$ cat src/rtl/sha256_pkg.sv
// rtl/sha256_pkg.sv - shared state type and constants for the sha256 message padder
package sha256_pkg;

    typedef enum logic [1:0] {
        ST_DATA = 2'd0,
        ST_ZERO = 2'd1,
        ST_LEN  = 2'd2
    } sha256_pad_state_t;

    localparam int          SHA256_BLK_BEATS = 8;
    localparam logic [7:0]  SHA256_PAD_BYTE  = 8'h80;
    localparam int          SHA256_LEN_WIDTH = 64;

endpackage

$ cat src/rtl/sha256_pad_merge.sv
// rtl/sha256_pad_merge.sv - keeps the leading valid bytes of a tail beat and appends the 0x80 pad byte
module sha256_pad_merge
    import sha256_pkg::*;
#(
    parameter int I_WIDTH = 64
) (
    input  logic [I_WIDTH-1:0] data_i,
    input  logic [3:0]         bytes_i,
    output logic [I_WIDTH-1:0] data_o
);

    // bytes_i is already clamped to 0..8; a full beat gets no pad byte here
    always_comb begin
        data_o = '0;
        for (int i = 0; i < I_WIDTH / 8; i++) begin
            if (4'(i) < bytes_i) begin
                data_o[I_WIDTH-1-8*i -: 8] = data_i[I_WIDTH-1-8*i -: 8];
            end else if (4'(i) == bytes_i) begin
                data_o[I_WIDTH-1-8*i -: 8] = SHA256_PAD_BYTE;
            end
        end
    end

endmodule

$ cat src/rtl/sha256_pad.sv
// rtl/sha256_pad.sv - SHA-256 message padder and beat sequencer; SHA256_PAD_BYPASS_EN adds in_pad_i for pre-padded messages
module sha256_pad
    import sha256_pkg::*;
#(
    parameter int I_WIDTH   = 64,
    parameter int BLK_BEATS = SHA256_BLK_BEATS
) (
    input  logic               clk_i,
    input  logic               rst_i,
    input  logic [I_WIDTH-1:0] in_data_i,
    input  logic [3:0]         in_bytes_i,
    input  logic               in_last_i,
    input  logic               in_valid_i,
    output logic               in_ready_o,
`ifdef SHA256_PAD_BYPASS_EN
    input  logic               in_pad_i,
`endif
    output logic [I_WIDTH-1:0] out_data_o,
    output logic [1:0]         out_mode_o,
    output logic               out_last_o,
    output logic               out_valid_o,
    input  logic               out_ready_i
);

    localparam int IW = $clog2(BLK_BEATS);
    localparam int LW = SHA256_LEN_WIDTH;

    sha256_pad_state_t r_state, w_state_nxt;
    logic [IW-1:0]      r_idx;
    logic [LW-1:0]      r_len, w_len_nxt, w_len_add;
    logic               r_first, w_first_nxt;
    logic               r_pad_pend, w_pad_pend_nxt;
    logic [I_WIDTH-1:0] r_out_data, w_gen_data, w_merged;
    logic [1:0]         r_out_mode;
    logic               r_out_last, r_out_valid;
    logic               w_gen_valid, w_gen_last;
    logic               w_load, w_fire, w_acc, w_pad;
    logic [3:0]         w_bytes_c;
    logic [IW-1:0]      w_ld_idx;

    assign w_fire     = r_out_valid && out_ready_i;
    assign w_load     = !r_out_valid || out_ready_i;
    assign in_ready_o = !rst_i && (r_state == ST_DATA) && w_load;
    assign w_acc      = in_valid_i && in_ready_o;
    // block position of the beat being loaded into the output register
    assign w_ld_idx   = r_idx + IW'(w_fire);
    assign w_bytes_c  = (in_bytes_i > 4'd8) ? 4'd8 : in_bytes_i;
    assign w_len_add  = in_last_i ? LW'({w_bytes_c, 3'b000}) : LW'(I_WIDTH);

    assign out_data_o  = r_out_data;
    assign out_mode_o  = r_out_mode;
    assign out_last_o  = r_out_last;
    assign out_valid_o = r_out_valid;

    sha256_pad_merge #(.I_WIDTH(I_WIDTH)) u_merge (
        .data_i  (in_data_i),
        .bytes_i (w_bytes_c),
        .data_o  (w_merged)
    );

`ifdef SHA256_PAD_BYPASS_EN
    logic r_start, r_bypass;

    assign w_pad = r_start ? in_pad_i : !r_bypass;

    always_ff @(posedge clk_i or posedge rst_i) begin
        if (rst_i) begin
            r_start  <= 1'b1;
            r_bypass <= 1'b0;
        end else if (w_acc) begin
            if (r_start) r_bypass <= !in_pad_i;
            r_start <= in_last_i && !w_pad;
        end else if (w_load && r_state == ST_LEN) begin
            r_start <= 1'b1;
        end
    end
`else
    assign w_pad = 1'b1;
`endif

    always_comb begin
        w_state_nxt    = r_state;
        w_gen_valid    = 1'b0;
        w_gen_data     = '0;
        w_gen_last     = 1'b0;
        w_len_nxt      = r_len;
        w_first_nxt    = r_first;
        w_pad_pend_nxt = r_pad_pend;
        if (w_load) begin
            case (r_state)
                ST_DATA: begin
                    if (w_acc) begin
                        w_gen_valid = 1'b1;
                        w_first_nxt = 1'b0;
                        w_len_nxt   = r_len + w_len_add;
                        if (!w_pad) begin
                            w_gen_data = in_data_i;
                            w_gen_last = in_last_i;
                            if (in_last_i) begin
                                w_first_nxt = 1'b1;
                                w_len_nxt   = '0;
                            end
                        end else if (!in_last_i) begin
                            w_gen_data = in_data_i;
                        end else begin
                            w_gen_data = w_merged;
                            if (w_bytes_c == 4'd8) begin
                                w_pad_pend_nxt = 1'b1;
                                w_state_nxt    = ST_ZERO;
                            end else if (w_ld_idx == IW'(BLK_BEATS - 2)) begin
                                w_state_nxt = ST_LEN;
                            end else begin
                                w_state_nxt = ST_ZERO;
                            end
                        end
                    end
                end
                ST_ZERO: begin
                    w_gen_valid    = 1'b1;
                    w_gen_data     = r_pad_pend ? {SHA256_PAD_BYTE, {(I_WIDTH-8){1'b0}}} : '0;
                    w_pad_pend_nxt = 1'b0;
                    w_first_nxt    = 1'b0;
                    if (w_ld_idx == IW'(BLK_BEATS - 2)) w_state_nxt = ST_LEN;
                end
                ST_LEN: begin
                    w_gen_valid = 1'b1;
                    w_gen_data  = I_WIDTH'(r_len);
                    w_gen_last  = 1'b1;
                    w_len_nxt   = '0;
                    w_first_nxt = 1'b1;
                    w_state_nxt = ST_DATA;
                end
                default: w_state_nxt = ST_DATA;
            endcase
        end
    end

    always_ff @(posedge clk_i or posedge rst_i) begin
        if (rst_i) r_state <= ST_DATA;
        else       r_state <= w_state_nxt;
    end

    always_ff @(posedge clk_i or posedge rst_i) begin
        if (rst_i) begin
            r_idx       <= '0;
            r_len       <= '0;
            r_first     <= 1'b1;
            r_pad_pend  <= 1'b0;
            r_out_data  <= '0;
            r_out_mode  <= 2'b00;
            r_out_last  <= 1'b0;
            r_out_valid <= 1'b0;
        end else begin
            if (w_fire) r_idx <= r_idx + 1'b1;
            r_len      <= w_len_nxt;
            r_first    <= w_first_nxt;
            r_pad_pend <= w_pad_pend_nxt;
            if (w_load) begin
                r_out_valid <= w_gen_valid;
                if (w_gen_valid) begin
                    r_out_data <= w_gen_data;
                    r_out_mode <= {1'b0, r_first};
                    r_out_last <= w_gen_last;
                end
            end
        end
    end

endmodule
$ cat config.mk
export PLATFORM = sky130hd
export DESIGN_NAME = sha256_pad
export DESIGN_NICKNAME = d
export VERILOG_FILES = /design/src/rtl/sha256_pkg.sv /design/src/rtl/sha256_pad_merge.sv /design/src/rtl/sha256_pad.sv
export SDC_FILE = /design/constraint.sdc
export NUM_CORES = 1
export LEC_CHECK = 0
export CAP_MARGIN = 40
export CORE_UTILIZATION = 52
export CTS_CLUSTER_SIZE = 20
export DETAILED_ROUTE_END_ITERATION = 10
export PLACE_DENSITY = 0.93
export SLEW_MARGIN = 20
export SYNTH_ARGS = -nofsm -noshare
export SYNTH_HDL_FRONTEND = slang
export SYNTH_SLANG_ARGS = --single-unit
$ cat constraint.sdc
create_clock -name clk_i -period 4.6 [get_ports clk_i]
set_input_delay 0.46 -clock clk_i [delete_from_list [all_inputs] [get_ports clk_i]]
set_output_delay 0.46 -clock clk_i [all_outputs]
set_load 0.02 [all_outputs]
==> run_results.csv, run 1 <==
group,metric,value,unit
placement,place.gp.congestion,0.9182,
worst_setup_path,required,4.94,ns
sta,fmax,0.2788,GHz
sta,setup_viol,0,
worst_setup_path,critical_path_class,"in -> reg",
cts,cts.path.max_buffers,2,
global_route,grt-ovfl-total,0,
synth,synth_area,6990,um2
cts,post_cts_buffers,0,
sta,hold_violations,0,
cts,htreeDepth,4,
sta,rsz0062_at_grt,"no",
cells_and_area,final_layout_size_suffix_gt1_share,6.785,%
route,wirelength,19730,um
global_route,grt_pass1_vias,6418,
floorplan,placementRows,41,
synth,async_flop_share,100.0,%
worst_setup_path,cpPeakStageDelay,0.78,ns
cells_and_area,diodes,0,
cts,clk_pin_slew,0.05,ns
cells_and_area,fillers,947,
sta,relSlewSlack,51.86,%
synth,synthCells,758,
worst_setup_path,crit_fanout,17,
cts,numCtsBuffers,17,
route,drtIter0Drc,792,
floorplan,core,12880,um2
cts,clockRootBuffer,"clkbuf_16",
cts,cts_resized,0,
flow_run,maxCapViolCount,0,
floorplan,die_w,117.9,um
worst_setup_path,path_buf_inv,2,
worst_setup_path,r2r_cells,8,
synth,synth.yosys.seq_area_share,48.34,%
cells_and_area,stdcell_area,9125,um2
cells_and_area,regArea,3379,um2
route,firstDrtPassIters,6,
worst_setup_path,start_kind,"input port",
route,vias,6761,
floorplan,die_h,117.9,um
sta,period_share,77.97,%
power_and_ir_drop,power_density,561.1,nW/um2
cells_and_area,area_growth,30.54,%
placement,io_buffers,140,
placement,place_area,8572,um2
floorplan,io_pins,142,
cts,cts.sinks,135,
worst_setup_path,end_kind,"flip-flop",
sta,finalSetupTns,0,ns
synth,synth_nets,843,
sta,whs,0.4497,ns
cells_and_area,finalNetCount,971,
cts,clk_latency,0.42,ns
sta,drv_slew,0,
power_and_ir_drop,p_leak,3.804,nW
synth,ys_ff_latch,135,
sta,finalCriticalPeriod,3.587,ns
global_route,antenna_found_initial,0,
placement,dp_hpwl,13500,um
synth,synth_edf_count,0,
synth,ys_warn_count,0,
sta,max_slew.worst_pin.slew,0.7190,ns
cts,hold_buffers,0,
cts,cts_tree,"yes",
floorplan,dieArea,13910,um2
synth,synth_ff_type,"dfrtp_1",
global_route,grt_pass1_wl,31970,um
synth,ys_types,62,
route,ant_nets,0,
global_route,grt_start_max_net_pins,73,
power_and_ir_drop,vdd_ir_drop_max,0.0003744,V
route,drcViolationCount,0,
worst_setup_path,worst_path_dominant_cell_family,"simple AND/OR/NAND/NOR gates",
run_status,status,"finished clean",
route,vias_per_cell,6.313,
global_route,grt_use_total,28.80,%
worst_setup_path,cpMaxStageDelayCell,"or4b_1",
synth,syn_avg_cell_area,9.222,um2
worst_setup_path,crit_chain,"clkdlybuf4s50_1 > nor2b_1 > clkinv_1 > ha_1 > nand3_1 > and2_1 > or4b_1 > or4_1 > a21oi_1",
worst_setup_path,cp.depth,9,
sta,fin_skew,0.006454,ns
cells_and_area,finish.utilization,70.87,%
hold_path,hp-class,"in -> async",
floorplan,start_util,54.29,%
cells_and_area,multi_input_area,3356,um2
route,wl_per_cell,18.42,um
worst_setup_path,arrival,3.93,ns
[cells in the mapped netlist, drive strengths merged, types with 4 or more instances]
cell type	instances	area share, %
a21oi	41	2.9
a22oi	8	0.86
buf	9	0.64
o21ai	41	2.9
a221o	11	1.6
or4	14	1.6
o211ai	6	0.64
nor2	108	5.8
a221oi	36	4.5
inv	19	1.0
o31ai	14	1.5
ha	11	2.0
and2	7	0.63
a31oi	4	0.36
nand2b	4	0.36
clkbuf	40	2.2
nor3	16	1.1
a21o	4	0.43
dfrtp	134	48
and4	5	0.63
xnor2	17	2.1
or3	20	1.9
nand3b	4	0.43
nand4	23	2.1
and3	15	1.3
nand3	34	2.5
nand2	55	3.0
nor4	13	1.2
[per-stage QoR]
stage / cells / setup slack (ns) / total power, mW
6_report: 1071 / 1.013 / 5.120
5_1_grt: 1071 / 0.8880 / 5.388
4_1_cts: 1070 / 1.111 / 5.122
3_5_place_dp: 1038 / 0.6761 / 3.862
3_3_place_gp: 1034 / 0.7926 / 3.780
2_1_floorplan: 758 / 0.5305 / 2.987
[final timing paths]
path                                        startpoint                   endpoint  slack, ns
worst max register to register  r_state[0]$_DFFE_PP0P_      r_len[59]$_DFFE_PP0P_       1.34
max in group asynchronous                        rst_i      r_len[12]$_DFFE_PP0P_       3.11
worst min register to register  out_last_o$_DFFE_PP0P_     out_last_o$_DFFE_PP0P_       0.49
worst min-delay path                             rst_i  out_mode_o[0]$_DFFE_PP0P_       0.45
min in group clk_i              out_last_o$_DFFE_PP0P_     out_last_o$_DFFE_PP0P_       0.49
worst max-delay path                         in_last_i      r_len[59]$_DFFE_PP0P_       1.01
[cell usage in the layout (no fill, tap or decap), drive strengths merged, types with 4 or more instances in the layout]
| cell type | n |
|---|---|
| clkdlybuf4s50 | 140 |
| dfrtp | 134 |
| nor2 | 108 |
| nand2 | 55 |
| a21oi | 41 |
| o21ai | 41 |
| a221oi | 36 |
| nand3 | 34 |
| clkbuf | 30 |
| nand4 | 23 |
| or3 | 20 |
| inv | 19 |
| xnor2 | 17 |
| buf | 17 |
| nor3 | 16 |
| and3 | 15 |
| o31ai | 14 |
| or4 | 14 |
| nor4 | 13 |
| a221o | 11 |
| ha | 11 |
| a22oi | 8 |
| and2 | 7 |
| o211ai | 6 |
| and4 | 5 |
| nand2b | 4 |
| a31oi | 4 |
| a21o | 4 |
| nand3b | 4 |
| clkinv | 4 |
[layout make-up]
class / instances / share of cell area, %
well taps: 172 / 2.358
clock inverters: 3 / 0.1645
multi-input cells: 554 / 36.78
clock buffers: 29 / 5.814
flip-flops and latches: 135 / 37.04
repair buffers: 158 / 17.00
inverters: 20 / 0.8501
[sequential cells by signal, indices dropped and copies added (netlist names)]
signal / cells
out_data_o: 64
r_len: 61
r_idx: 3
r_state: 2
out_last_o: 1
out_mode_o: 1
out_valid_o: 1
r_first: 1
r_pad_pend: 1
[power breakdown]
part           internal, mW  total (mW)  switching, mW  leakage (nW)
clock network         0.772        1.25          0.480         0.271
registers              1.53        1.76          0.229          1.77
logic                 0.920        2.11           1.19          1.77
[metal layers]
| metal | GRT usage [%] | vias up | routed length [um] |
|---|---|---|---|
| met4 | 12.18 | 0 | 455 |
| met3 | 6.347 | 61 | 1593 |
| li1 | - | 3069 | - |
| met5 | 0 | - | 0 |
| met2 | 45.26 | 372 | 9517 |
| met1 | 38.42 | 3259 | 8164 |
[kinds of logic after synthesis]
group / count (synthesis) / synth area share, %
xor gates and xnor gates: 18 / 2.255
and+or+nand+nor: 330 / 23.88
buffers and inverters: 69 / 3.902
AOI/OAI and AO/OA: 187 / 18.40
adders and majority gates: 12 / 2.255
DFF: 135 / 48.34
muxes: 6 / 0.9128
other: 1 / 0.05364
Note: power is estimated with default switching activity, not from simulation.
==> inputs of run 2 (changes only) <==
==> constraint.sdc (replaced) <==
create_clock -name clk_i -period 3.3 [get_ports clk_i]
set_input_delay 0.33 -clock clk_i [delete_from_list [all_inputs] [get_ports clk_i]]
set_output_delay 0.33 -clock clk_i [all_outputs]
set_load 0.02 [all_outputs]
==> run 2 against run 1 <==
Compared with the run above: register-to-register slack worse by 0.99 ns; sequential cell count unchanged; critical path type unchanged; utilization increased by 1.5 points; wire length rose by 15%.
==> run_results.csv, run 2 (synthesis results as in run 1) <==
group,metric,value,unit
cts,clockRootBuffer,"clkbuf_16",
floorplan,die_h,117.9,um
route,wl_per_cell,20.87,um
run_status,status,"finished clean",
cells_and_area,finalNetCount,989,
sta,drv_slew,0,
placement,place.gp.congestion,0.9155,
cells_and_area,stdcell_area,9313,um2
hold_path,hp-class,"in -> async",
cts,cts.sinks,135,
worst_setup_path,r2r_end,"r_len[47]$_DFFE_PP0P_",
global_route,grt_start_max_net_pins,72,
sta,setup_slack,0.2557,ns
placement,place_area,8713,um2
placement,dp_hpwl,13900,um
route,ant_nets,0,
cells_and_area,area_growth,33.22,%
cts,hold_buffers,0,
worst_setup_path,crit_fanout,11,
sta,fmax,0.3285,GHz
placement,io_buffers,140,
global_route,grt_pass1_vias,7315,
floorplan,dieArea,13910,um2
cts,cts.path.max_buffers,2,
route,vias_per_cell,6.775,
cts,clk_pin_slew,0.06,ns
cts,clk_latency,0.43,ns
worst_setup_path,arrival,3.32,ns
floorplan,placementRows,41,
sta,rsz0062_at_grt,"no",
cells_and_area,final_cell_mix,"clkdlybuf4s50_1 (140), dfrtp_1 (134), nor2_1 (107)",
global_route,antenna_found_initial,0,
sta,max_slew.worst_pin.slew,0.8336,ns
worst_setup_path,critical_path_class,"in -> reg",
cells_and_area,diodes,0,
sta,whs,0.3952,ns
global_route,grt_use_total,33.97,%
sta,hold_violations,0,
sta,finalCriticalPeriod,3.044,ns
cells_and_area,largest_register_ffs,64,
worst_setup_path,required,3.57,ns
power_and_ir_drop,p_leak,3.901,nW
power_and_ir_drop,vdd_ir_drop_max,0.0004203,V
floorplan,start_util,54.29,%
worst_setup_path,start_kind,"input port",
worst_setup_path,r2r_cells,8,
sta,relSlewSlack,44.43,%
flow_run,maxCapViolCount,0,
route,drcViolationCount,0,
worst_setup_path,reg2reg_slack,0.35,ns
cts,post_cts_buffers,0,
worst_setup_path,worstReg2RegStart,"r_state[0]$_DFFE_PP0P_",
cts,htreeDepth,4,
route,vias,7371,
sta,setup_viol,0,
power_and_ir_drop,power,7.513,mW
route,firstDrtPassIters,8,
floorplan,io_pins,142,
global_route,grt_pass1_wl,37420,um
cells_and_area,final_layout_size_suffix_gt1_share,8.843,%
cts,cts_tree,"yes",
power_and_ir_drop,power_density,806.7,nW/um2
cts,cts_resized,0,
global_route,grt-ovfl-total,0,
cells_and_area,final_common_cell,"clkdlybuf4s50_1",
sta,fin_skew,0.007659,ns
route,wirelength,22710,um
floorplan,core,12880,um2
sta,period_share,92.25,%
placement,place_ws,-0.03924,ns
route,drtIter0Drc,1033,
cts,numCtsBuffers,17,
worst_setup_path,end_kind,"flip-flop",
floorplan,die_w,117.9,um
==> run 2: metal layers <==
| metal | global-route usage (%) | routed length [um] | vias up |
|---|---|---|---|
| met5 | 0 | 0 | - |
| met4 | 20.27 | 1308 | 0 |
| met1 | 41.32 | 8237 | 3504 |
| met2 | 53.64 | 10770 | 612 |
| li1 | - | - | 3105 |
| met3 | 9.641 | 2400 | 150 |
==> run 2: layout make-up <==
class / count / area, um2
Clock buffer: 23 / 478.0
Clock inverter: 8 / 121.4
Fill cell: 828 / 3563
Inverter: 20 / 78.83
Multi-Input combinational cell: 554 / 3356
Sequential cell: 135 / 3379
Tap cell: 172 / 215.2
Timing Repair Buffer: 176 / 1684
==> run 2: how the worst max path moves through the flow <==
stage	end	slack, ns	startpoint
after floorplan	r_len[47]$_DFFE_PP0P_	0.56	in_last_i
after global placement	r_len[37]$_DFFE_PP0P_	0.09	in_last_i
after detailed placement	r_len[35]$_DFFE_PP0P_	-0.04	in_last_i
after CTS	r_len[47]$_DFFE_PP0P_	0.32	in_last_i
after global routing	r_len[35]$_DFFE_PP0P_	0.06	in_last_i
final	r_len[47]$_DFFE_PP0P_	0.26	in_last_i
==> run 2: critical path, stage by stage <==
cell and delay, ns:
clkdlybuf4s50_1 0.49, nor2b_1 0.15, buf_4 0.15, and2_1 0.15
ha_1 0.19, fa_1 0.23, nand3_1 0.10, and2_1 0.17
or4b_1 0.64, buf_4 0.25, o31ai_1 0.33, a21oi_1 0.14
==> run 2: report_power, final <==
| group | switching (mW) | internal [mW] |
|---|---|---|
| clock network | 0.711 | 1.24 |
| logic | 1.77 | 1.33 |
| registers | 0.334 | 2.13 |
==> run 2: stage by stage <==
step | utilization, % | TNS, ns | instances
final | 72.33 | 0 | 1088
after global routing | 72.33 | 0 | 1088
after CTS | 72.33 | 0 | 1088
after detailed placement | 67.67 | -0.04576 | 1057
after global placement | 67.67 | 0 | 1057
after floorplan | - | 0 | 758
==> inputs of run 3 (changes only) <==
--- a/config.mk
+++ b/config.mk
@@ -9,6 +9,7 @@
 export CORE_UTILIZATION = 52
 export CTS_CLUSTER_SIZE = 20
 export DETAILED_ROUTE_END_ITERATION = 10
+export GPL_TIMING_DRIVEN = 0
 export PLACE_DENSITY = 0.93
 export SLEW_MARGIN = 20
 export SYNTH_ARGS = -nofsm -noshare
==> run 3 against run 2 <==
Compared with the run above: worst setup slack got worse by 0.14 ns; clock skew about the same; sequential power about the same; largest power group unchanged.
==> run_results.csv, run 3 (synthesis results as in run 1) <==
group,metric,value,unit
run_status,status,"finished clean",
route,vias_per_cell,6.489,
global_route,grt_pass1_vias,6890,
cts,cts.path.max_buffers,2,
route,firstDrtPassIters,8,
sta,hold_violations,0,
floorplan,dieArea,13910,um2
sta,drv_slew,0,
floorplan,start_util,54.29,%
power_and_ir_drop,p_leak,3.858,nW
hold_path,hp-class,"in -> async",
floorplan,placementRows,41,
worst_setup_path,r2r_end,"out_data_o[31]$_DFFE_PP0P_",
cts,hold_buffers,0,
cts,clk_latency,0.43,ns
route,ant_nets,0,
placement,dp_hpwl,15040,um
route,drtIter0Drc,876,
placement,place_area,8703,um2
sta,relSlewSlack,45.90,%
cts,cts.sinks,135,
cells_and_area,largest_register_ffs,64,
placement,place_ws,-0.6134,ns
cts,clockRootBuffer,"clkbuf_16",
route,drcViolationCount,0,
cells_and_area,fillers,830,
global_route,antenna_found_initial,0,
worst_setup_path,crit_fanout,10,
worst_setup_path,worstReg2RegStart,"r_state[0]$_DFFE_PP0P_",
placement,place.gp.congestion,0.9581,
cts,cts_tree,"yes",
cells_and_area,finish.utilization,72.24,%
worst_setup_path,start_kind,"input port",
global_route,grt_pass1_wl,34850,um
global_route,grt_use_total,31.70,%
worst_setup_path,critical_path_class,"in -> reg",
power_and_ir_drop,p_int,4.562,mW
worst_setup_path,r2r_cells,11,
floorplan,die_w,117.9,um
worst_setup_path,arrival,3.47,ns
cells_and_area,stdcell_area,9301,um2
cells_and_area,area_growth,33.06,%
power_and_ir_drop,switching_share,38.35,%
worst_setup_path,required,3.59,ns
floorplan,core,12880,um2
power_and_ir_drop,netSwitchingPower,2.838,mW
sta,period_share,96.47,%
power_and_ir_drop,power_density,795.6,nW/um2
floorplan,io_pins,142,
placement,io_buffers,139,
floorplan,die_h,117.9,um
power_and_ir_drop,vdd_ir_drop_max,0.0003846,V
cells_and_area,final_layout_size_suffix_gt1_share,7.166,%
cts,post_cts_buffers,0,
route,wl_per_cell,19.83,um
power_and_ir_drop,combPwrFrac,42.2,%
cts,numCtsBuffers,17,
sta,setup_viol,0,
cells_and_area,finalNetCount,1007,
sta,whs,0.2332,ns
sta,fmax,0.3141,GHz
global_route,grt-ovfl-total,0,
worst_setup_path,crit_start,"in_last_i",
global_route,grt_start_max_net_pins,36,
worst_setup_path,reg2reg_slack,0.17,ns
sta,max_slew.worst_pin.slew,0.8079,ns
flow_run,maxCapViolCount,0,
power_and_ir_drop,p_seq_share,33.0,%
cells_and_area,diodes,0,
sta,setup_slack,0.1166,ns
cells_and_area,final_common_cell,"clkdlybuf4s50_1",
cells_and_area,final_cell_mix,"clkdlybuf4s50_1 (139), dfrtp_1 (134), nor2_1 (108)",
cts,clk_pin_slew,0.06,ns
power_and_ir_drop,power,7.400,mW
sta,rsz0062_at_grt,"no",
sta,finalCriticalPeriod,3.183,ns
worst_setup_path,end_kind,"flip-flop",
cts,htreeDepth,4,
sta,fin_skew,0.007893,ns
route,wirelength,21950,um
power_and_ir_drop,power_frac_clock,24.8,%
route,vias,7183,
worst_setup_path,endpoint,"r_len[59]$_DFFE_PP0P_",
[run 3: critical path, stage by stage]
cell and delay [ns]:
clkdlybuf4s50_1 0.55, nor2b_4 0.26, and2_1 0.19, ha_1 0.22
fa_1 0.23, nand3_1 0.11, and2_1 0.21, or4b_1 0.50
clkbuf_2 0.22, clkbuf_2 0.25, o31ai_1 0.29, a21oi_1 0.09
[run 3: power groups by stage]
stage	clock, mW	combinational (mW)	sequential [mW]
global route	1.91	3.35	2.49
CTS	1.83	3.08	2.43
floorplan	0	1.33	2.84
detailed placement	0	3.05	2.45
global placement	0	2.94	2.43
finish	1.84	3.12	2.44
[run 3: layout make-up]
class	instances	area (um2)	share of cell area, %
Buffer	49	203.9	2.193
Clock buffer	24	501.7	5.394
Clock inverter	8	70.07	0.7533
Inverter	20	80.08	0.8609
Multi-Input combinational cell	554	3367	36.20
Sequential cell	135	3379	36.33
Tap cell	172	215.2	2.314
Timing Repair Buffer	145	1484	15.95
[run 3: how the worst min path moves through the flow]
stage	start	to	slack, ns	cells after the start
CTS	rst_i	out_mode_o[0]$_DFFE_PP0P_	0.22	2
floorplan	r_first$_DFFE_PP1P_	r_first$_DFFE_PP1P_	0.46	2
detailed placement	out_mode_o[0]$_DFFE_PP0P_	out_mode_o[0]$_DFFE_PP0P_	0.47	2
global route	rst_i	out_mode_o[0]$_DFFE_PP0P_	0.26	2
global placement	out_mode_o[0]$_DFFE_PP0P_	out_mode_o[0]$_DFFE_PP0P_	0.46	2
finish	rst_i	out_mode_o[0]$_DFFE_PP0P_	0.23	2
[run 3: repair_timing]
action                                  CTS  global route
resized for setup                         2            12
cloned                                    0             0
endpoints found under the setup margin   26            53
[run 3: layer usage]
layer,track usage [%],vias up,share of wire [%]
li1,-,3154,-
met1,40.04,3414,38
met2,49.74,500,47
met3,7.413,115,9.8
met4,18.51,0,4.7
met5,0,-,0
[run 3: stage by stage]
step,std cells,setup TNS [ns]
CTS,1106,0
finish,1107,0
detailed placement,1074,-17.85
global route,1107,0
global placement,1069,-12.41
floorplan,758,0
